$ cat src/rtl/game_if.sv
// Frame-level signals between the display/input side and the Rex-runner game controller.
interface game_if;
  logic        frame_tick;
  logic        btn_jump;
  logic [1:0]  game_state;
  logic [6:0]  dino_y;
  logic [8:0]  obstacle_x;
  logic [15:0] score;
  logic [2:0]  speed;

  modport master (
    output frame_tick, btn_jump,
    input  game_state, dino_y, obstacle_x, score, speed
  );

  modport slave (
    input  frame_tick, btn_jump,
    output game_state, dino_y, obstacle_x, score, speed
  );
endinterface

$ cat src/rtl/game_controller.sv
// Rex-runner frame sequencer: game FSM, jump physics, obstacle scroll, collision,
// difficulty ramp and score, all advancing once per frame_tick.
module game_controller #(
  parameter int unsigned DINO_X     = 8,
  parameter int unsigned DINO_W     = 16,
  parameter int unsigned OBS_W      = 8,
  parameter int unsigned OBS_H      = 16,
  parameter int unsigned GROUND_Y   = 0,
  parameter int unsigned OBS_SPAWN  = 160,
  parameter int unsigned JUMP_V     = 8,
  parameter int unsigned SPEED_INIT = 2,
  parameter int unsigned SPEED_MAX  = 6,
  parameter int unsigned SPEED_STEP = 256,
  parameter int unsigned OVER_HOLD  = 30
) (
  input logic   clk,
  input logic   rstn,
  game_if.slave gif
);

  localparam int unsigned STEP_BITS = $clog2(SPEED_STEP);
  localparam int unsigned HOLD_W    = $clog2(OVER_HOLD + 1);

  localparam logic        [6:0]        GROUND     = 7'(GROUND_Y);
  localparam logic signed [7:0]        GROUND_S   = $signed(8'(GROUND_Y));
  localparam logic        [8:0]        SPAWN      = 9'(OBS_SPAWN);
  localparam logic        [2:0]        SPD_INIT   = 3'(SPEED_INIT);
  localparam logic        [2:0]        SPD_MAX    = 3'(SPEED_MAX);
  localparam logic        [HOLD_W-1:0] HOLD_FULL  = HOLD_W'(OVER_HOLD);

  typedef enum logic [1:0] {
    ST_IDLE = 2'b00,
    ST_RUN  = 2'b01,
    ST_OVER = 2'b10
  } state_e;

  state_e             state_q, state_d;
  logic [6:0]         dino_y_q, dino_y_d;
  logic signed [5:0]  vel_q, vel_d;
  logic [8:0]         obs_x_q, obs_x_d;
  logic [15:0]        score_q, score_d;
  logic [2:0]         speed_q, speed_d;
  logic [HOLD_W-1:0]  hold_q, hold_d;
  logic               btn_d_q, btn_d_d;
  logic               jump_req_q, jump_req_d;

  logic               press_c;
  logic               req_c;
  logic               grounded_c;
  logic               hit_c;
  logic signed [7:0]  y_sum_c;
  logic [15:0]        score_inc_c;

  // Shared helpers: press edge, effective request, overlap test, next score.
  always_comb begin
    press_c     = gif.btn_jump & ~btn_d_q;
    req_c       = jump_req_q | press_c;
    grounded_c  = (dino_y_q == GROUND) && (vel_q == 6'sd0);
    y_sum_c     = $signed({1'b0, dino_y_q}) + $signed({{2{vel_q[5]}}, vel_q});
    hit_c       = ({1'b0, obs_x_q} < 10'(DINO_X + DINO_W))
               && (({1'b0, obs_x_q} + 10'(OBS_W)) > 10'(DINO_X))
               && (dino_y_q < 7'(GROUND_Y + OBS_H));
    score_inc_c = (score_q == 16'hFFFF) ? score_q : score_q + 16'd1;
  end

  always_comb begin
    state_d    = state_q;
    dino_y_d   = dino_y_q;
    vel_d      = vel_q;
    obs_x_d    = obs_x_q;
    score_d    = score_q;
    speed_d    = speed_q;
    hold_d     = hold_q;
    btn_d_d    = gif.btn_jump;
    // The latch is consumed by every tick; a press on the tick cycle is used via req_c.
    jump_req_d = gif.frame_tick ? 1'b0 : req_c;

    if (gif.frame_tick) begin
      unique case (state_q)
        ST_IDLE: begin
          if (req_c) begin
            state_d  = ST_RUN;
            dino_y_d = GROUND;
            vel_d    = 6'sd0;
            obs_x_d  = SPAWN;
            score_d  = 16'd0;
            speed_d  = SPD_INIT;
          end
        end

        ST_RUN: begin
          if (hit_c) begin
            state_d = ST_OVER;
            hold_d  = '0;
          end else begin
            if (grounded_c) begin
              if (req_c) begin
                dino_y_d = dino_y_q + 7'(JUMP_V);
                vel_d    = 6'(JUMP_V - 1);
              end
            end else if (y_sum_c <= GROUND_S) begin
              dino_y_d = GROUND;
              vel_d    = 6'sd0;
            end else begin
              dino_y_d = y_sum_c[6:0];
              vel_d    = vel_q - 6'sd1;
            end

            if (obs_x_q < 9'(speed_q)) begin
              obs_x_d = SPAWN;
            end else begin
              obs_x_d = obs_x_q - 9'(speed_q);
            end

            score_d = score_inc_c;
            if ((score_inc_c[STEP_BITS-1:0] == '0) && (speed_q < SPD_MAX)) begin
              speed_d = speed_q + 3'd1;
            end
          end
        end

        ST_OVER: begin
          if (req_c && (hold_q == HOLD_FULL)) begin
            state_d  = ST_IDLE;
            dino_y_d = GROUND;
            vel_d    = 6'sd0;
            obs_x_d  = SPAWN;
          end else if (hold_q != HOLD_FULL) begin
            hold_d = hold_q + HOLD_W'(1);
          end
        end

        default: state_d = ST_IDLE;
      endcase
    end
  end

  always_ff @(posedge clk) begin
    if (rstn) begin
      state_q    <= ST_IDLE;
      dino_y_q   <= GROUND;
      vel_q      <= 6'sd0;
      obs_x_q    <= SPAWN;
      score_q    <= 16'd0;
      speed_q    <= SPD_INIT;
      hold_q     <= '0;
      btn_d_q    <= 1'b0;
      jump_req_q <= 1'b0;
    end else begin
      state_q    <= state_d;
      dino_y_q   <= dino_y_d;
      vel_q      <= vel_d;
      obs_x_q    <= obs_x_d;
      score_q    <= score_d;
      speed_q    <= speed_d;
      hold_q     <= hold_d;
      btn_d_q    <= btn_d_d;
      jump_req_q <= jump_req_d;
    end
  end

  assign gif.game_state = state_q;
  assign gif.dino_y     = dino_y_q;
  assign gif.obstacle_x = obs_x_q;
  assign gif.score      = score_q;
  assign gif.speed      = speed_q;

endmodule

$ cat src/flat_wrapper.sv
// flat-port wrapper written by rule: the top's interface ports become plain ports
module game_controller_flat 
#(
  parameter int unsigned DINO_X     = 8,
  parameter int unsigned DINO_W     = 16,
  parameter int unsigned OBS_W      = 8,
  parameter int unsigned OBS_H      = 16,
  parameter int unsigned GROUND_Y   = 0,
  parameter int unsigned OBS_SPAWN  = 160,
  parameter int unsigned JUMP_V     = 8,
  parameter int unsigned SPEED_INIT = 2,
  parameter int unsigned SPEED_MAX  = 6,
  parameter int unsigned SPEED_STEP = 256,
  parameter int unsigned OVER_HOLD  = 30
)
  (clk, rstn, gif_frame_tick, gif_btn_jump, gif_game_state, gif_dino_y, gif_obstacle_x, gif_score, gif_speed);
  game_if gif_i ();
  input logic clk;
  input logic rstn;
  input wire logic [$bits(gif_i.frame_tick)-1:0] gif_frame_tick;
  input wire logic [$bits(gif_i.btn_jump)-1:0] gif_btn_jump;
  output wire logic [$bits(gif_i.game_state)-1:0] gif_game_state;
  output wire logic [$bits(gif_i.dino_y)-1:0] gif_dino_y;
  output wire logic [$bits(gif_i.obstacle_x)-1:0] gif_obstacle_x;
  output wire logic [$bits(gif_i.score)-1:0] gif_score;
  output wire logic [$bits(gif_i.speed)-1:0] gif_speed;
  assign gif_i.frame_tick = gif_frame_tick;
  assign gif_i.btn_jump = gif_btn_jump;
  assign gif_game_state = gif_i.game_state;
  assign gif_dino_y = gif_i.dino_y;
  assign gif_obstacle_x = gif_i.obstacle_x;
  assign gif_score = gif_i.score;
  assign gif_speed = gif_i.speed;
  game_controller #(.DINO_X(DINO_X), .DINO_W(DINO_W), .OBS_W(OBS_W), .OBS_H(OBS_H), .GROUND_Y(GROUND_Y), .OBS_SPAWN(OBS_SPAWN), .JUMP_V(JUMP_V), .SPEED_INIT(SPEED_INIT), .SPEED_MAX(SPEED_MAX), .SPEED_STEP(SPEED_STEP), .OVER_HOLD(OVER_HOLD)) u_core (.clk(clk), .rstn(rstn), .gif(gif_i));
endmodule
$ cat config.mk
export PLATFORM = sky130hd
export DESIGN_NAME = game_controller_flat
export DESIGN_NICKNAME = d
export VERILOG_FILES = /design/src/rtl/game_if.sv /design/src/rtl/game_controller.sv /design/src/flat_wrapper.sv
export SDC_FILE = /design/constraint.sdc
export NUM_CORES = 1
export LEC_CHECK = 0
export ABC_AREA = 1
export CAP_MARGIN = 20
export CORE_MARGIN = 10
export CORE_UTILIZATION = 51
export DETAILED_ROUTE_END_ITERATION = 6
export GPL_ROUTABILITY_DRIVEN = 0
export PLACE_DENSITY_LB_ADDON = 0.08
export SYNTH_ARGS = -nofsm -noshare
export SYNTH_HDL_FRONTEND = slang
export SYNTH_SLANG_ARGS = --single-unit
$ cat constraint.sdc
create_clock -name clk -period 2 [get_ports clk]
set_input_delay 0.4 -clock clk [delete_from_list [all_inputs] [get_ports clk]]
set_output_delay 0.4 -clock clk [all_outputs]
set_load 0.03 [all_outputs]
==> metrics.txt <==
# TYPE chip_impl_metric gauge
chip_impl_metric{name="routed_wirelength",unit="um"} 9270
chip_impl_metric{name="tritoncts.num_buffers",unit=""} 5
chip_impl_metric{name="grt_first_pass_wirelength",unit="um"} 15400
chip_impl_metric{name="clk_network_pwr_share",unit="%"} 23.8
chip_impl_info{name="outcome",value="finished, violations left"} 1
chip_impl_metric{name="finClkSkew",unit="ns"} 0.00876
chip_impl_info{name="grt_busiest_layer",value="met2"} 1
chip_impl_metric{name="post-route-cell-area",unit="um^2"} 4520
chip_impl_metric{name="power-per-cell-area",unit="nW/um^2"} 543
chip_impl_metric{name="arr_time_crit_path",unit="ns"} 2.22
chip_impl_metric{name="yosysSeqAreaShare",unit="%"} 30.2
chip_impl_metric{name="grt.overflow.total",unit=""} 0
chip_impl_metric{name="timing.final.crit_share",unit="%"} 101
chip_impl_info{name="rsz0062_at_grt",value="yes"} 1
chip_impl_metric{name="drv_cap",unit=""} 0
chip_impl_metric{name="fin_tns_setup",unit="ns"} -0.0146
chip_impl_info{name="failed_checks",value="setup timing"} 1
chip_impl_metric{name="place_area",unit="um^2"} 4180
chip_impl_metric{name="seq_power_share",unit="%"} 43.3
chip_impl_metric{name="groute.layer.met3.usage",unit="%"} 4.32
chip_impl_metric{name="max_slew.worst_pin.slew",unit="ns"} 0.492
chip_impl_metric{name="ys_types",unit=""} 38
chip_impl_metric{name="cp_data_required_time",unit="ns"} 2.20
chip_impl_metric{name="mappedNetlistNets",unit=""} 535
chip_impl_metric{name="synth_area_per_cell",unit="um^2"} 6.50
chip_impl_metric{name="globalRouteMet1Util",unit="%"} 21.4
chip_impl_metric{name="synth-seq-cells",unit=""} 50
chip_impl_info{name="critical_path.endpoint_type",value="register"} 1
chip_impl_metric{name="ff_latch_area",unit="um^2"} 1010
chip_impl_info{name="worst_setup_path_start_kind",value="register"} 1
chip_impl_info{name="cts_tree",value="done"} 1
chip_impl_info{name="ranking_of_synthesized_cells_by_area",value="sky130_fd_sc_hd__dfxtp_1 30%, sky130_fd_sc_hd__nand2_1 15%, sky130_fd_sc_hd__inv_1 7.1%"} 1
chip_impl_metric{name="p_int",unit="uW"} 1590
chip_impl_metric{name="insertedDiodeCount",unit=""} 0
chip_impl_metric{name="netSwitchingPower",unit="uW"} 867
chip_impl_info{name="timing_worst_setup_path_type",value="reg -> reg"} 1
chip_impl_metric{name="worst_setup_hold_path_clk_slew",unit="ns"} 0.10
chip_impl_metric{name="initialDrtViolationCount",unit=""} 173
chip_impl_metric{name="sw_frac_of_total",unit="%"} 35.3
chip_impl_metric{name="dp.cells",unit=""} 675
chip_impl_metric{name="syn_area",unit="um^2"} 3320
chip_impl_metric{name="setup_ws",unit="ns"} -0.0146
chip_impl_metric{name="share_of_final_layout_standard_cells_stronger_than_drive_strength_1",unit="%"} 23.9
chip_impl_metric{name="first_global_vias",unit=""} 3527
chip_impl_metric{name="achievable_freq",unit="MHz"} 496
chip_impl_metric{name="grtUsageMet2",unit="%"} 30.9
chip_impl_metric{name="post_layout_nonfiller_instances",unit=""} 688
chip_impl_metric{name="area_taken_by_multi_input_logic_gates",unit="um^2"} 2220
chip_impl_metric{name="yosys.area.top_type_share",unit="%"} 30.2
chip_impl_metric{name="detail_route.first_pass.iterations",unit=""} 5
chip_impl_metric{name="netlist_instances",unit=""} 511
chip_impl_metric{name="power.ir.vdd_worst",unit="V"} 0.000388
chip_impl_metric{name="finalSetupViolCount",unit=""} 1
chip_impl_metric{name="nNetsFinal",unit=""} 635
chip_impl_metric{name="chipWidth",unit="um"} 101
chip_impl_metric{name="area.growth.synth_to_final",unit="%"} 36.2
chip_impl_metric{name="route.detailed.vias_per_inst",unit=""} 5.37
chip_impl_metric{name="detail_route.drc_violations",unit=""} 0
chip_impl_metric{name="htree_num_levels",unit=""} 2
chip_impl_metric{name="core-area",unit="um^2"} 6350
chip_impl_info{name="ys.flop_type",value="sky130_fd_sc_hd__dfxtp_1"} 1
chip_impl_metric{name="detail-route-antenna-nets",unit=""} 0
chip_impl_metric{name="antenna_found_initial",unit=""} 0
chip_impl_info{name="min-delay-path-class",value="reg -> reg"} 1
chip_impl_metric{name="p_leak",unit="uW"} 0.00191
chip_impl_metric{name="placement_rows",unit=""} 29
chip_impl_metric{name="grt_use_total",unit="%"} 18.0
chip_impl_metric{name="design.die.area",unit="um^2"} 10100
chip_impl_metric{name="yosysWarningCount",unit=""} 0
chip_impl_metric{name="maximum_number_of_pins_on_one_net_before_global_route_repair",unit=""} 24
chip_impl_metric{name="io_buffers",unit=""} 40
chip_impl_metric{name="fin_crit",unit="ns"} 2.01
chip_impl_metric{name="floorplan.initialDensity",unit="%"} 52.3
chip_impl_metric{name="slew_violations",unit=""} 0
chip_impl_metric{name="timing.hold.ws",unit="ns"} 0.499
chip_impl_info{name="cts_root_buf",value="sky130_fd_sc_hd__clkbuf_8"} 1
chip_impl_metric{name="routed_wire_length_per_instance",unit="um"} 13.5
chip_impl_info{name="synth_top_cell_by_area",value="sky130_fd_sc_hd__dfxtp_1"} 1
chip_impl_metric{name="slew-limit-headroom",unit="%"} 66.9
chip_impl_metric{name="worst-path-max-fanout",unit=""} 5
chip_impl_metric{name="cts_hold_repair.buffers",unit=""} 0
chip_impl_metric{name="dpl.hpwl",unit="um"} 6930
chip_impl_metric{name="synth-edff-count",unit=""} 0
chip_impl_metric{name="final_hold_viol_count",unit=""} 0
chip_impl_metric{name="clk_latency",unit="ns"} 0.31
chip_impl_metric{name="nFillCells",unit=""} 542
chip_impl_metric{name="numClockSinks",unit=""} 50
chip_impl_metric{name="clock_tree.buffer_depth",unit=""} 2
chip_impl_metric{name="ios",unit=""} 41
chip_impl_metric{name="chipHeight",unit="um"} 101
chip_impl_metric{name="via_count",unit=""} 3693
chip_impl_metric{name="ys_async_sr_fraction",unit="%"} 0
chip_impl_metric{name="combPwrFrac",unit="%"} 33.0
sequential cells by signal, indices dropped and copies added, names as in the netlist:
name / count
u_core.gif.score: 16
u_core.gif.obstacle_x: 9
u_core.gif.dino_y: 7
u_core.vel_q: 6
u_core.hold_q: 5
u_core.gif.speed: 3
u_core.gif.game_state: 2
u_core.btn_d_q: 1
u_core.jump_req_q: 1
synthesized netlist by cell type (all sizes together) (6+ instances only):
library cell and count:
nor2 65, dfxtp 50, inv 67, xor2 6
nor3 13, nand2 141, o21ai 22, nand4 11
a21oi 42, ha 18, nand3 39
cell families (layout without fill, tap and decap cells):
kind of cell	after synthesis	in the layout	synth area share [%]
and+or+nand+nor	281	281	37.3
xor gates and xnor gates	10	10	2.86
buffers and inverters	74	174	8.97
adders and majority gates	20	20	7.99
AOI/OAI and AO/OA	76	76	12.7
DFF	50	50	30.2
stage by stage:
stage / setup slack [ns] / util (%) / power [uW]
6_report: -0.0146 / 71.2 / 2460
5_1_grt: -0.103 / 71.2 / 2600
4_1_cts: -0.0519 / 68.4 / 2390
3_5_place_dp: -0.215 / 65.9 / 1780
3_3_place_gp: -0.187 / 65.9 / 1770
2_1_floorplan: 0.00328 / - / 1530
routing by layer:
| metal | vias to the layer above | share of wire [%] |
|---|---|---|
| li1 | 1865 | - |
| met1 | 1724 | 43 |
| met2 | 91 | 50 |
| met3 | 13 | 5.8 |
| met4 | 0 | 1.3 |
| met5 | - | 0 |
worst paths after layout:
path / startpoint / end / slack (ns) / depth (start not counted)
worst max-delay path: u_core.gif.obstacle_x[3]$_SDFFE_PP0P_ / u_core.gif.speed[2]$_SDFFE_PP0P_ / -0.01 / 13
worst min-delay path: u_core.gif.dino_y[6]$_SDFFE_PP0P_ / u_core.gif.dino_y[6]$_SDFFE_PP0P_ / 0.50 / 2
worst max register to register: u_core.gif.obstacle_x[3]$_SDFFE_PP0P_ / u_core.gif.speed[2]$_SDFFE_PP0P_ / -0.01 / 13
worst min register to register: u_core.gif.dino_y[6]$_SDFFE_PP0P_ / u_core.gif.dino_y[6]$_SDFFE_PP0P_ / 0.50 / 2
critical path, cell delays in order (launching register included):
cell                      delay, ns
sky130_fd_sc_hd__dfxtp_2       0.38
sky130_fd_sc_hd__inv_2         0.06
sky130_fd_sc_hd__ha_1          0.31
sky130_fd_sc_hd__o21ai_2       0.17
sky130_fd_sc_hd__nor2_2        0.07
sky130_fd_sc_hd__nand3_2       0.10
sky130_fd_sc_hd__buf_4         0.12
sky130_fd_sc_hd__nand3_1       0.07
sky130_fd_sc_hd__nor2_1        0.11
sky130_fd_sc_hd__nand4_1       0.18
sky130_fd_sc_hd__nand2_2       0.17
sky130_fd_sc_hd__nand2_1       0.07
sky130_fd_sc_hd__nand2_1       0.06
sky130_fd_sc_hd__nor2_1        0.04
layout by cell type (no fill, tap or decap), types with 4 or more instances in the layout:
cell type and count:
sky130_fd_sc_hd__nand2_2 15, sky130_fd_sc_hd__a21oi_1 34, sky130_fd_sc_hd__nand4_1 11, sky130_fd_sc_hd__clkdlybuf4s50_1 40
sky130_fd_sc_hd__a21oi_2 8, sky130_fd_sc_hd__nor2_1 51, sky130_fd_sc_hd__ha_1 15, sky130_fd_sc_hd__nand3_2 7
sky130_fd_sc_hd__nor2_4 6, sky130_fd_sc_hd__nor2_2 8, sky130_fd_sc_hd__nor3_1 10, sky130_fd_sc_hd__xor2_1 5
sky130_fd_sc_hd__o21ai_0 11, sky130_fd_sc_hd__nand3_1 31, sky130_fd_sc_hd__dfxtp_2 6, sky130_fd_sc_hd__nand2_1 125
sky130_fd_sc_hd__clkbuf_8 5, sky130_fd_sc_hd__o21ai_1 8, sky130_fd_sc_hd__inv_2 10, sky130_fd_sc_hd__inv_1 55
sky130_fd_sc_hd__buf_4 58, sky130_fd_sc_hd__nand3b_1 4, sky130_fd_sc_hd__dfxtp_1 43
layout make-up:
type	instances	share of cell area, %
Tap cell	77	2.13
Clock buffer	6	1.61
Sequential cell	50	22.4
Inverter	67	5.67
Multi-Input combinational cell	387	49.0
Clock inverter	1	0.166
Timing Repair Buffer	100	19.0
timing repair:
action	CTS	global route
buffers inserted	4	3
setup endpoints to repair	15	35
pin swaps	13	25
resized for setup	17	54
power groups by stage:
stage,logic [uW],registers (uW),clock network [uW]
floorplan,404,1130,0
global placement,683,1080,0
detailed placement,696,1080,0
CTS,730,1060,599
global route,898,1070,638
finish,810,1060,583
(Power assumes the default switching activity.)
